--- src/rtl/ram_request_sequencer_pkg.sv ---
// Shared types and constants for the RAM request sequencer.
package RAM_SEQ_PKG;

    typedef enum logic [1:0] {
        IDLE,
        REQ,
        RDATA,
        HOLD
    } state_t;

    localparam int unsigned TIMEOUT_DEFAULT = 255;
    localparam int unsigned CNT_W           = 8;
    localparam logic [7:0]  DOUT_IDLE       = 8'hFF;

endpackage

--- src/rtl/ram_seq_edge_detect.sv ---
// Registers an active-low strobe and flags its falling edge for one cycle.
module ram_seq_edge_detect (
    input  logic CLK,
    input  logic RESET,
    input  logic strobe_n,
    output logic fall_c
);

    logic sync_q;
    logic prev_q;

    always_ff @(posedge CLK) begin
        if (RESET) begin
            sync_q <= 1'b1;
            prev_q <= 1'b1;
        end else begin
            sync_q <= strobe_n;
            prev_q <= sync_q;
        end
    end

    assign fall_c = prev_q & ~sync_q;

endmodule

--- src/rtl/ram_request_sequencer.sv ---
// Turns level-style host RAM strobes into single req/ack memory transactions.
// Optional one-entry read cache enabled by defining RAM_SEQ_READ_CACHE_EN.
module ram_request_sequencer
    import RAM_SEQ_PKG::*;
#(
    parameter int unsigned ADDR_WIDTH = 22,
    parameter int unsigned TIMEOUT    = TIMEOUT_DEFAULT
) (
    input  logic                  CLK,
    input  logic                  RESET,
    input  logic [ADDR_WIDTH-1:0] HOST_ADDR,
    input  logic                  HOST_OE_n,
    input  logic                  HOST_WE_n,
    input  logic [7:0]            HOST_DIN,
    input  logic                  HOST_RFSH_n,
    output logic [7:0]            HOST_DOUT,
    output logic                  HOST_WAIT_n,
    output logic                  MEM_REQ,
    output logic                  MEM_WE,
    output logic [ADDR_WIDTH-1:0] MEM_ADDR,
    output logic [7:0]            MEM_WDATA,
    input  logic                  MEM_ACK,
    input  logic [7:0]            MEM_RDATA,
    input  logic                  MEM_RVALID,
    output logic                  MEM_RFSH,
    output logic                  ERR
);

    localparam logic [CNT_W-1:0] CNT_LAST = CNT_W'(TIMEOUT - 1);

    state_t                  state, state_nxt;
    logic [CNT_W-1:0]        cnt, cnt_nxt;
    logic                    req_nxt, we_nxt, err_nxt, rfsh_nxt;
    logic [ADDR_WIDTH-1:0]   addr_nxt;
    logic [7:0]              wdata_nxt, dout_nxt;
    logic                    rfsh_pend, pend_nxt;
    logic                    oe_fall_c, we_fall_c, rfsh_fall_c;
    logic                    start_c, hit_c, busy_c, expired_c;

    ram_seq_edge_detect u_oe_edge   (.CLK(CLK), .RESET(RESET), .strobe_n(HOST_OE_n),   .fall_c(oe_fall_c));
    ram_seq_edge_detect u_we_edge   (.CLK(CLK), .RESET(RESET), .strobe_n(HOST_WE_n),   .fall_c(we_fall_c));
    ram_seq_edge_detect u_rfsh_edge (.CLK(CLK), .RESET(RESET), .strobe_n(HOST_RFSH_n), .fall_c(rfsh_fall_c));

    assign start_c   = (state == IDLE) && (oe_fall_c || we_fall_c);
    assign busy_c    = (state == REQ) || (state == RDATA);
    assign expired_c = busy_c && (cnt >= CNT_LAST);

`ifdef RAM_SEQ_READ_CACHE_EN
    logic                  cache_valid;
    logic [ADDR_WIDTH-1:0] cache_addr;
    logic [7:0]            cache_data;
    logic                  fill_c, clear_c;

    assign hit_c = cache_valid && !we_fall_c && (cache_addr == HOST_ADDR);

    // Single-entry cache of the last completed read.
    always_ff @(posedge CLK) begin
        if (RESET) begin
            cache_valid <= 1'b0;
            cache_addr  <= '0;
            cache_data  <= DOUT_IDLE;
        end else if (clear_c) begin
            cache_valid <= 1'b0;
        end else if (fill_c) begin
            cache_valid <= 1'b1;
            cache_addr  <= MEM_ADDR;
            cache_data  <= MEM_RDATA;
        end
    end
`else
    assign hit_c = 1'b0;
`endif

    // Next state and next values of all registered outputs.
    always_comb begin
        state_nxt   = state;
        cnt_nxt     = cnt;
        req_nxt     = 1'b0;
        we_nxt      = MEM_WE;
        addr_nxt    = MEM_ADDR;
        wdata_nxt   = MEM_WDATA;
        dout_nxt    = HOST_DOUT;
        err_nxt     = ERR;
        rfsh_nxt    = 1'b0;
        pend_nxt    = rfsh_pend | rfsh_fall_c;
        HOST_WAIT_n = 1'b1;
`ifdef RAM_SEQ_READ_CACHE_EN
        fill_c      = 1'b0;
        clear_c     = 1'b0;
`endif
        case (state)
            IDLE: begin
                cnt_nxt = '0;
                if (start_c && hit_c) begin
`ifdef RAM_SEQ_READ_CACHE_EN
                    dout_nxt = cache_data;
`endif
                    state_nxt = HOLD;
                end else if (start_c) begin
                    HOST_WAIT_n = 1'b0;
                    state_nxt   = REQ;
                    req_nxt     = 1'b1;
                    we_nxt      = we_fall_c;
                    addr_nxt    = HOST_ADDR;
                    wdata_nxt   = HOST_DIN;
`ifdef RAM_SEQ_READ_CACHE_EN
                    clear_c     = we_fall_c;
`endif
                end else if (rfsh_pend) begin
                    // A refresh edge arriving in the firing cycle merges into this pulse.
                    rfsh_nxt = 1'b1;
                    pend_nxt = 1'b0;
                end
            end
            REQ: begin
                HOST_WAIT_n = 1'b0;
                cnt_nxt     = cnt + 1'b1;
                req_nxt     = 1'b1;
                if (MEM_ACK) begin
                    req_nxt = 1'b0;
                    if (MEM_WE) begin
                        state_nxt = HOLD;
                    end else if (MEM_RVALID) begin
                        state_nxt = HOLD;
                        dout_nxt  = MEM_RDATA;
`ifdef RAM_SEQ_READ_CACHE_EN
                        fill_c    = 1'b1;
`endif
                    end else begin
                        state_nxt = RDATA;
                    end
                end else if (expired_c) begin
                    req_nxt   = 1'b0;
                    state_nxt = HOLD;
                    err_nxt   = 1'b1;
                    if (!MEM_WE) dout_nxt = DOUT_IDLE;
`ifdef RAM_SEQ_READ_CACHE_EN
                    clear_c   = 1'b1;
`endif
                end
            end
            RDATA: begin
                HOST_WAIT_n = 1'b0;
                cnt_nxt     = cnt + 1'b1;
                if (MEM_RVALID) begin
                    state_nxt = HOLD;
                    dout_nxt  = MEM_RDATA;
`ifdef RAM_SEQ_READ_CACHE_EN
                    fill_c    = 1'b1;
`endif
                end else if (expired_c) begin
                    state_nxt = HOLD;
                    err_nxt   = 1'b1;
                    dout_nxt  = DOUT_IDLE;
`ifdef RAM_SEQ_READ_CACHE_EN
                    clear_c   = 1'b1;
`endif
                end
            end
            HOLD: begin
                if (HOST_OE_n && HOST_WE_n) state_nxt = IDLE;
            end
            default: state_nxt = IDLE;
        endcase
    end

    always_ff @(posedge CLK) begin
        if (RESET) begin
            state     <= IDLE;
            cnt       <= '0;
            MEM_REQ   <= 1'b0;
            MEM_WE    <= 1'b0;
            MEM_ADDR  <= '0;
            MEM_WDATA <= '0;
            MEM_RFSH  <= 1'b0;
            HOST_DOUT <= DOUT_IDLE;
            ERR       <= 1'b0;
            rfsh_pend <= 1'b0;
        end else begin
            state     <= state_nxt;
            cnt       <= cnt_nxt;
            MEM_REQ   <= req_nxt;
            MEM_WE    <= we_nxt;
            MEM_ADDR  <= addr_nxt;
            MEM_WDATA <= wdata_nxt;
            MEM_RFSH  <= rfsh_nxt;
            HOST_DOUT <= dout_nxt;
            ERR       <= err_nxt;
            rfsh_pend <= pend_nxt;
        end
    end

endmodule

--- config.mk ---
export PLATFORM = sky130hd
export DESIGN_NAME = ram_request_sequencer
export DESIGN_NICKNAME = d
export VERILOG_FILES = /design/src/rtl/ram_request_sequencer_pkg.sv /design/src/rtl/ram_seq_edge_detect.sv /design/src/rtl/ram_request_sequencer.sv
export SDC_FILE = /design/constraint.sdc
export NUM_CORES = 1
export LEC_CHECK = 0
export ABC_AREA = 1
export BUFFER_PORTS_ARGS = -buffer_cell sky130_fd_sc_hd__buf_2
export CAP_MARGIN = 10
export CORE_ASPECT_RATIO = 1.4
export CORE_UTILIZATION = 49
export DETAILED_ROUTE_END_ITERATION = 12
export PLACE_DENSITY = 0.9
export SLEW_MARGIN = 0
export SYNTH_ARGS = -nofsm -noshare
export SYNTH_HDL_FRONTEND = slang
export SYNTH_SLANG_ARGS = --single-unit
--- constraint.sdc ---
create_clock -name CLK -period 2.3 [get_ports CLK]
set_input_delay 0.46 -clock CLK [delete_from_list [all_inputs] [get_ports CLK]]
set_output_delay 0.46 -clock CLK [all_outputs]
set_load 0.005 [all_outputs]
==> results_dict.tcl, run 1 <==
set metrics [dict create \
    grt_pass1_wl_um 8710 \
    areaGrowthSynthToFinish_pct 29.8 \
    root_buffer "clkbuf_8" \
    synth_top_area_share_pct 48.9 \
    r2r_setup_slack_ps 420 \
    hold_viol_final 0 \
    dp_worst_setup_slack_ps 513 \
    place.gp.congestion 0.850 \
    use_met3_pct 7.32 \
    drive_gt1_share_pct 27.2 \
    numPortBuffers 87 \
    drt_iter0_markers 151 \
    postRouteAntennaNets 0 \
    met1_usage_pct 20.4 \
    vias_per_cell 4.88 \
    synth-main-ff-cell "dfxtp_1" \
    vias 2366 \
    crit_type "reg2out" \
    r2r_cells 9 \
    die_area_um2 5210 \
    hold-worst-slack_ps 303 \
    dp_hpwl_um 3970 \
    vdd_ir_drop_max_v 0.000531 \
    synth_top_cells_by_area "dfxtp_1, nor2_1, nand2_1" \
    grt_max_degree 33 \
    synthesis.nets 380 \
    multiInputGateArea_um2 1060 \
    start_kind "flip-flop" \
    synth-seq-cells 59 \
    initial_core_util_pct 52.0 \
    cts_max_level 3 \
    yosys-top-cells-count "nor2_1, dfxtp_1, nand2_1" \
    die_w_um 61.3 \
    period_needed_ps 1910 \
    io-pin-count 88 \
    cts-buffers-inserted 9 \
    routed_wl_um 5680 \
    clock_path_buffers 2 \
    leakage_nw 1.60 \
    hold_buffers 0 \
    die_h_um 85.0 \
    clk_latency_ps 340 \
    endpoint_kind "output pin" \
    slew_headroom_pct 41.1 \
    setup_ws_ps 387 \
    gr-max-usage-layer "met2" \
    yosysMostFrequentCell "nor2_1" \
    hp-class "in2reg" \
    cap_violations 0 \
    first_pass_iters 4 \
    nNetsFinal 470 \
    avgSynthCellArea_um2 7.36 \
    post_cts_buffers 0 \
    tightest_slew_ps 882 \
    slew_viol_final 0 \
    clock-sinks 59 \
    routedWlPerCell_um 11.7 \
    critPathRequiredTime_ps 1840 \
    syn_inst 328 \
    ys_seq_area_share_pct 48.9 \
    antenna_found_initial 0 \
    tns_ps 0 \
    core.rowCount 29 \
    holdCritStartpoint "HOST_RFSH_n" \
    min_to "u_rfsh_edge.sync_q$_SDFF_PP1_" \
    regArea_um2 1180 \
    yosysWarnings 0 \
    synth_cell_type_count 23 \
    arrival_ps 1450 \
    met2_usage_pct 40.9 \
    synth_edf_count 0 \
    rsz0062_at_grt "false" \
    r2r_end "HOST_DOUT[4]$_SDFFE_PP1P_" \
    r2r_start "state[0]$_SDFFE_PP0P_" \
    diodes 0 \
    cts_tree "built" \
    status "complete, no violations" \
    clk_pin_slew_ps 60 \
    fillers 415 \
    netlist_area_um2 2410 \
    setup_viol 0 \
    yosys.area.top_type "dfxtp_1" \
    synthArstFlopShare_pct 0 \
    grt_use_total_pct 22.5 \
    min_path_cells 2 \
    critPathMaxFanout 5 \
    worst_clock_skew_ps 5.13 \
    power_mw 2.82 \
    overflow 0 \
    core_area_um2 4640 \
    drc 0 \
    first_global_vias 2201 \
    cts_resized 0 \
    clock.fmax_mhz 523 \
    power_density_nw_per_um2 899 \
    min_period_over_period_pct 83.2 \
]
==> critical path, stage by stage (launching register included) <==
cell	delay, ps
dfxtp_1	380
inv_1	110
ha_1	250
inv_1	130
o21ai_0	110
buf_2	140
==> how the worst max path moves through the flow <==
stage	from	end	slack (ps)	cells past startpoint
2_1_floorplan	state[0]$_SDFFE_PP0P_	HOST_DOUT[0]$_SDFFE_PP1P_	710	9
6_report	state[0]$_SDFFE_PP0P_	HOST_WAIT_n	390	5
3_5_place_dp	state[1]$_SDFFE_PP0P_	HOST_DOUT[6]$_SDFFE_PP1P_	510	9
3_3_place_gp	state[1]$_SDFFE_PP0P_	HOST_DOUT[5]$_SDFFE_PP1P_	630	9
4_1_cts	state[0]$_SDFFE_PP0P_	HOST_WAIT_n	370	5
5_1_grt	state[0]$_SDFFE_PP0P_	HOST_DOUT[0]$_SDFFE_PP1P_	260	9
==> layout by cell type (no fill, tap or decap) <==
master / synthesis / routed
a211oi_1: 1 / 1
a21oi_1: 7 / 7
a21oi_4: 1 / 1
buf_2: 3 / 87
buf_4: 0 / 3
bufinv_16: 0 / 2
clkbuf_1: 8 / 1
clkbuf_8: 0 / 11
clkinv_2: 0 / 1
clkinvlp_4: 0 / 1
dfxtp_1: 59 / 59
ha_1: 7 / 7
inv_1: 35 / 35
nand2_1: 53 / 53
nand2_2: 2 / 2
nand2_4: 1 / 1
nand3_1: 21 / 21
nand3b_2: 1 / 1
nor2_1: 77 / 77
nor2_2: 1 / 1
nor3_1: 5 / 5
nor4_1: 1 / 1
o21a_1: 2 / 2
o21ai_0: 37 / 37
o21ai_1: 1 / 1
o21bai_1: 1 / 1
o22ai_2: 1 / 1
or2_2: 3 / 3
==> flip-flops by register name, indices dropped and copies added (netlist names), 2 cells and up <==
name and count:
cnt 8, state 2, HOST_DOUT 8, MEM_WDATA 8, MEM_ADDR 22
==> cell families (layout without fill, tap and decap cells) <==
logic type	after synthesis	count (layout)	synth area share, %
DFF	59	59	48.9
buffers and inverters	46	141	7.31
and+or+nand+nor	165	165	28.4
adders and majority gates	7	7	3.63
AOI/OAI and AO/OA	51	51	11.8
==> power breakdown <==
part	internal (mW)	switching, mW	total, mW
Clock	0.667	0.400	1.07
Sequential	1.14	0.0637	1.21
Combinational	0.230	0.311	0.541
Total	2.04	0.775	2.82
==> metrics by stage <==
stage | std cells | area [µm²] | utilization [%]
floorplan | 328 | 2410 | -
global placement | 469 | 2900 | 62.5
detailed placement | 469 | 2900 | 62.5
CTS | 485 | 3130 | 67.4
global route | 485 | 3130 | 67.4
finish | 485 | 3130 | 67.4
==> layout make-up <==
class / instances / area share, %
Inverter: 35 / 4.19
Multi-Input combinational cell: 223 / 33.7
Clock inverter: 4 / 2.32
Sequential cell: 59 / 37.7
Tap cell: 62 / 2.48
Timing Repair Buffer: 90 / 14.6
Clock buffer: 12 / 4.95
==> routing by layer <==
layer  routed length [µm]  up-vias
li1                     -     1212
met1                 2260     1043
met2                 2860       93
met3                  399       18
met4                  159        0
met5                    0        -
Note: power is estimated with default switching activity, not from simulation.
==> run 2, diff against run 1 <==
==> constraint.sdc (replaced) <==
create_clock -name CLK -period 1.8 [get_ports CLK]
set_input_delay 0.36 -clock CLK [delete_from_list [all_inputs] [get_ports CLK]]
set_output_delay 0.36 -clock CLK [all_outputs]
set_load 0.005 [all_outputs]
==> run 2 against run 1 <==
Clock skew grew 4.4 ps. Critical endpoint is now HOST_DOUT[7]$_SDFFE_PP1P_. Routed wire length shrank 1.5%. Largest cell class unchanged. Power grew 28%. Highest routed layer unchanged. Largest power group unchanged. Sequential power is 27% higher. Register-to-register slack worse by 350 ps. Utilization rose by 1.0 points. Cell count increased by 0.82%. Critical path type is now reg2reg. Sequential share of layout area is 0.41 points lower.
==> results_dict.tcl, run 2 (synthesized netlist as in run 1, its figures left out) <==
set metrics [dict create \
    cts_tree "built" \
    grt_use_total_pct 21.5 \
    layout_common_cells "buf_2, nor2_1, dfxtp_1" \
    hold_buffers 0 \
    nNetsFinal 474 \
    min_period_over_period_pct 95.8 \
    die_area_um2 5210 \
    worst_clock_skew_ps 9.49 \
    largest_reg_flops 22 \
    vdd_ir_drop_max_v 0.000692 \
    clock.fmax_mhz 580 \
    tightest_slew_ps 474 \
    vias 2383 \
    areaGrowthSynthToFinish_pct 31.7 \
    routedWlPerCell_um 11.4 \
    place.gp.congestion 0.870 \
    slowest_stage "dfxtp_4" \
    r2r_cells 9 \
    core_area_um2 4640 \
    clk_pin_slew_ps 60 \
    use_met3_pct 7.77 \
    met2_usage_pct 40.9 \
    dp_hpwl_um 3970 \
    die_w_um 61.3 \
    min_path_cells 2 \
    r2r_start "state[1]$_SDFFE_PP0P_" \
    grt_max_degree 33 \
    crit_family "simple AND/OR/NAND/NOR gates" \
    grt_pass1_wl_um 8220 \
    diodes 0 \
    io-pin-count 88 \
    cts_max_level 3 \
    place_inst 470 \
    core.rowCount 29 \
    holdCritStartpoint "HOST_RFSH_n" \
    cts-buffers-inserted 9 \
    die_h_um 85.0 \
    drt_iter0_markers 131 \
    leakage_nw 1.61 \
    critPathMaxFanout 5 \
    met1_usage_pct 18.9 \
    endpoint_kind "flip-flop" \
    drive_gt1_share_pct 29.3 \
    slowest_delay_ps 370 \
    power_density_nw_per_um2 1140 \
    placed_area_um2 2910 \
    clock-sinks 59 \
    arrival_ps 2000 \
    rsz0062_at_grt "true" \
    root_buffer "clkbuf_8" \
    status "complete, no violations" \
    antenna_found_initial 0 \
    gr-max-usage-layer "met2" \
    numPortBuffers 87 \
    slew_viol_final 0 \
    crit_type "reg2reg" \
    r2r_end "HOST_DOUT[7]$_SDFFE_PP1P_" \
    setup_viol 0 \
    min_to "u_rfsh_edge.sync_q$_SDFF_PP1_" \
    postRouteAntennaNets 0 \
    routed_wl_um 5590 \
    overflow 0 \
    first_pass_iters 4 \
    initial_core_util_pct 52.0 \
    clock_path_buffers 2 \
    hold_viol_final 0 \
    drc 0 \
    regMostFlops "MEM_ADDR" \
    hp-class "in2reg" \
    vias_per_cell 4.87 \
    r2r_setup_slack_ps 70 \
    first_global_vias 2074 \
    final_common_cell "buf_2" \
    worstSetupPathDepth 9 \
    period_needed_ps 1730 \
    fin_cells 489 \
    clk_latency_ps 340 \
    cap_violations 0 \
    crit_chain "inv_1 > ha_2 > inv_1 > nor2_1 > nand3b_2 > a21oi_4 > buf_4 > nand3_1 > nand3_1" \
    start_kind "flip-flop" \
    critPathBufInv 3 \
    slew_headroom_pct 68.3 \
    fin_area_um2 3180 \
    critPathRequiredTime_ps 2080 \
]
-- run 2: worst max-delay path by stage --
stage,to,from
CTS,HOST_DOUT[5]$_SDFFE_PP1P_,state[1]$_SDFFE_PP0P_
global placement,HOST_DOUT[2]$_SDFFE_PP1P_,state[0]$_SDFFE_PP0P_
global route,HOST_DOUT[7]$_SDFFE_PP1P_,state[0]$_SDFFE_PP0P_
detailed placement,HOST_DOUT[5]$_SDFFE_PP1P_,state[1]$_SDFFE_PP0P_
finish,HOST_DOUT[7]$_SDFFE_PP1P_,state[1]$_SDFFE_PP0P_
floorplan,HOST_DOUT[0]$_SDFFE_PP1P_,state[0]$_SDFFE_PP0P_
-- run 2: power breakdown --
part           total (mW)  switching [mW]  internal, mW
Combinational       0.724           0.409         0.315
Sequential           1.54          0.0821          1.46
Clock                1.34           0.527         0.816
-- run 2: area by class of cell --
class	count	area, µm²
clock buffer	10	138
clock inverter	6	88.8
fill	401	1470
inverter	35	135
multi-input combinational	223	1070
sequential	59	1190
tap	62	77.6
timing repair buffer	94	488
-- run 2: worst reg2reg max path, cell delays in order, from the launching register on --
cell and delay (ps):
dfxtp_4 370, inv_1 70, ha_2 330, inv_1 50
nor2_1 130, nand3b_2 130, a21oi_4 230, buf_4 170
nand3_1 90, nand3_1 80
-- run 2: repair_timing --
item                                    in CTS  in global routing
endpoints found under the setup margin       1                 29
gates resized for setup                      2                  6
gates cloned                                 0                  0
setup buffers                                0                  3
pin swaps                                    0                  2
-- run 2: through the flow --
step	utilization, %	hold slack [ps]	setup WS, ps	total power, mW	setup TNS [ps]
after floorplan	-	400	207	1.99	0
after global placement	62.7	407	130	2.23	0
after detailed placement	62.7	418	15.4	2.26	0
after CTS	67.6	197	2.57	3.60	0
after global routing	68.5	204	-34.1	3.82	-155
final	68.5	208	75.0	3.61	0
-- run 2: routing by layer --
metal  wire (µm)  vias up
met5           0        -
met4          80        0
met3         384        8
met2        2950       85
met1        2180     1068
li1            -     1222
==> run 3, diff against run 2 <==
--- a/config.mk
+++ b/config.mk
@@ -5,13 +5,13 @@
 export SDC_FILE = /design/constraint.sdc
 export NUM_CORES = 1
 export LEC_CHECK = 0
-export ABC_AREA = 1
+export ABC_AREA = 0
 export BUFFER_PORTS_ARGS = -buffer_cell sky130_fd_sc_hd__buf_2
 export CAP_MARGIN = 10
 export CORE_ASPECT_RATIO = 1.4
-export CORE_UTILIZATION = 49
+export CORE_UTILIZATION = 48
 export DETAILED_ROUTE_END_ITERATION = 12
-export PLACE_DENSITY = 0.9
+export PLACE_DENSITY = 0.89
 export SLEW_MARGIN = 0
 export SYNTH_ARGS = -nofsm -noshare
 export SYNTH_HDL_FRONTEND = slang
==> run 3 against run 2 <==
Combinational power down 34%. Clock-buffer cell count is 2 higher. Critical path depth down 4. Critical endpoint is now HOST_WAIT_n. Critical path type is now reg2out.
==> results_dict.tcl, run 3 <==
set metrics [dict create \
    leakage_nw 1.37 \
    yosysMostFrequentCell "nand2_1" \
    postRouteAntennaNets 0 \
    nNetsFinal 417 \
    die_w_um 61.1 \
    avgSynthCellArea_um2 8.52 \
    core.rowCount 29 \
    vias_per_cell 5.01 \
    tightest_slew_ps 312 \
    hold_viol_final 0 \
    die_h_um 84.7 \
    clock_path_buffers 2 \
    grt_use_total_pct 21.6 \
    setup_viol 0 \
    min_to "u_rfsh_edge.sync_q$_SDFF_PP1_" \
    antenna_found_initial 0 \
    dp_hpwl_um 3750 \
    vias 2164 \
    die_area_um2 5170 \
    r2r_end "HOST_DOUT[6]$_SDFFE_PP1P_" \
    yosys-top-cells-count "nand2_1, dfxtp_1, a21oi_1" \
    syn_inst 275 \
    tns_ps 0 \
    min_path_cells 2 \
    slowest_delay_ps 350 \
    cts_tree "built" \
    clock-sinks 59 \
    ys_seq_area_share_pct 50.4 \
    yosysWarnings 0 \
    r2r_cells 7 \
    place.gp.congestion 0.783 \
    cap_violations 0 \
    hp-class "in2reg" \
    vdd_ir_drop_max_v 0.000513 \
    synth-seq-cells 59 \
    worst_clock_skew_ps 5.83 \
    cts-buffers-inserted 9 \
    slowest_stage "dfxtp_2" \
    slew_viol_final 0 \
    muxShareOfSynthArea_pct 3.84 \
    regMostFlops "MEM_ADDR" \
    setup_ws_ps 121 \
    overflow 0 \
    synth-simple-area-share_pct 22.9 \
    pwr-share-clk_pct 35.8 \
    clock.fmax_mhz 596 \
    numPortBuffers 87 \
    r2r_setup_slack_ps 150 \
    synth_top_area_share_pct 50.4 \
    p_seq_share_pct 48.2 \
    rsz0062_at_grt "false" \
    hold_buffers 0 \
    min_period_over_period_pct 93.3 \
    critPathMaxFanout 5 \
    routed_wl_um 5220 \
    grt_pass1_wl_um 8260 \
    r2r_start "state[0]$_SDFFE_PP0P_" \
    grt_max_degree 32 \
    core_area_um2 4610 \
    synth_top_family_by_area "simple AND/OR/NAND/NOR gates" \
    crit_family "flip-flops" \
    arrival_ps 1320 \
    cp-startpoint "state[1]$_SDFFE_PP0P_" \
    root_buffer "clkbuf_8" \
    netlist_area_um2 2340 \
    holdCritStartpoint "HOST_RFSH_n" \
    synth_edf_count 0 \
    place_inst 415 \
    period_needed_ps 1680 \
    crit_type "reg2out" \
    largest_reg_flops 22 \
    diodes 0 \
    fillers 384 \
    critPathBufInv 2 \
    share_comb_of_total_power_pct 16.1 \
    drt_iter0_markers 153 \
    crit_chain "inv_1 > ha_2 > nand3_4 > nand2b_1 > buf_2" \
    synthAdderAreaFrac_pct 3.74 \
    fin_cells 432 \
    power_density_nw_per_um2 975 \
    synth_compound_area_share_pct 13.9 \
    p_int_mw 2.18 \
    io-pin-count 88 \
    power_switching_uw 815 \
    synthArstFlopShare_pct 0 \
    first_pass_iters 4 \
    yosys.area.top_type "dfxtp_1" \
    status "complete, no violations" \
    synth_xor_area_share_pct 1.87 \
    initial_core_util_pct 50.9 \
    final_common_cell "buf_2" \
    dp_worst_setup_slack_ps 84.3 \
    drive_gt1_share_pct 33.0 \
    synth_top_cells_by_area "dfxtp_1, nand2_1, a21oi_1" \
    layout_common_cells "buf_2, nand2_1, dfxtp_1" \
    synthesis.nets 327 \
    synth_cell_type_count 38 \
    slew_headroom_pct 79.2 \
    cts_max_level 3 \
    clk_pin_slew_ps 60 \
    synth-main-ff-cell "dfxtp_1" \
    drc 0 \
    endpoint_kind "output pin" \
    routedWlPerCell_um 12.1 \
    switching_share_pct 27.2 \
    areaGrowthSynthToFinish_pct 30.9 \
    first_global_vias 1929 \
    critPathRequiredTime_ps 1440 \
    start_kind "flip-flop" \
    clk_latency_ps 340 \
]
[run 3: cell types whose count changed after synthesis, sizes merged, moves of 5 or more]
cell   before  now
a21oi       8   39
inv        35    5
mux2i       0    9
nand2      56   64
nand3      21    2
nor2       78   28
nor3        5    0
o21ai      38    4
[run 3: how the worst max path moves through the flow]
stage / endpoint / slack (ps) / cells past startpoint
finish: HOST_WAIT_n / 120 / 5
global route: HOST_WAIT_n / 10 / 5
CTS: HOST_WAIT_n / 30 / 5
detailed placement: HOST_DOUT[6]$_SDFFE_PP1P_ / 80 / 6
global placement: HOST_DOUT[5]$_SDFFE_PP1P_ / 220 / 6
floorplan: HOST_DOUT[0]$_SDFFE_PP1P_ / 290 / 7
[run 3: cell families after synthesis]
group / Yosys count
mux: 9
compound gates: 56
xor+xnor: 5
flops: 59
fa+ha+maj: 7
buf+inv: 19
simple gates: 120
[run 3: layout make-up]
type                       count  area (µm²)  share of cell area [%]
multi-input combinational    197        1100                    35.9
timing repair buffer          93         505                    16.5
clock inverter                 4        25.0                   0.816
sequential                    59        1180                    38.6
inverter                       5        18.8                   0.612
clock buffer                  12         155                    5.06
tap                           62        77.6                    2.53
[run 3: power by group through the flow]
stage | Sequential, mW | Clock, mW | Combinational, mW
2_1_floorplan | 1.47 | 0 | 0.269
5_1_grt | 1.45 | 1.15 | 0.540
3_3_place_gp | 1.46 | 0 | 0.452
6_report | 1.44 | 1.07 | 0.481
3_5_place_dp | 1.47 | 0 | 0.468
4_1_cts | 1.44 | 1.09 | 0.472
[run 3: what timing repair did]
| action | CTS | global route |
|---|---|---|
| pin swaps | 0 | 1 |
| cloned | 0 | 0 |
| buffers inserted | 0 | 1 |
| resized for setup | 2 | 3 |
| setup endpoints to repair | 1 | 9 |
[run 3: per-layer routing]
metal	track usage (%)	wire length, µm	vias to the layer above
met5	0	0	-
met4	13.4	128	0
met3	6.93	323	12
met2	35.7	2670	69
met1	22.7	2090	993
li1	-	-	1090
[run 3: metrics by stage]
| stage | instance area [µm²] | total power [mW] | util, % | hold WS (ps) |
|---|---|---|---|---|
| after floorplan | 2340 | 1.74 | - | 408 |
| after global placement | 2850 | 1.91 | 61.9 | 414 |
| after detailed placement | 2850 | 1.94 | 61.9 | 420 |
| after CTS | 3040 | 3.00 | 65.9 | 193 |
| after global routing | 3070 | 3.14 | 66.6 | 198 |
| final | 3070 | 2.99 | 66.6 | 203 |
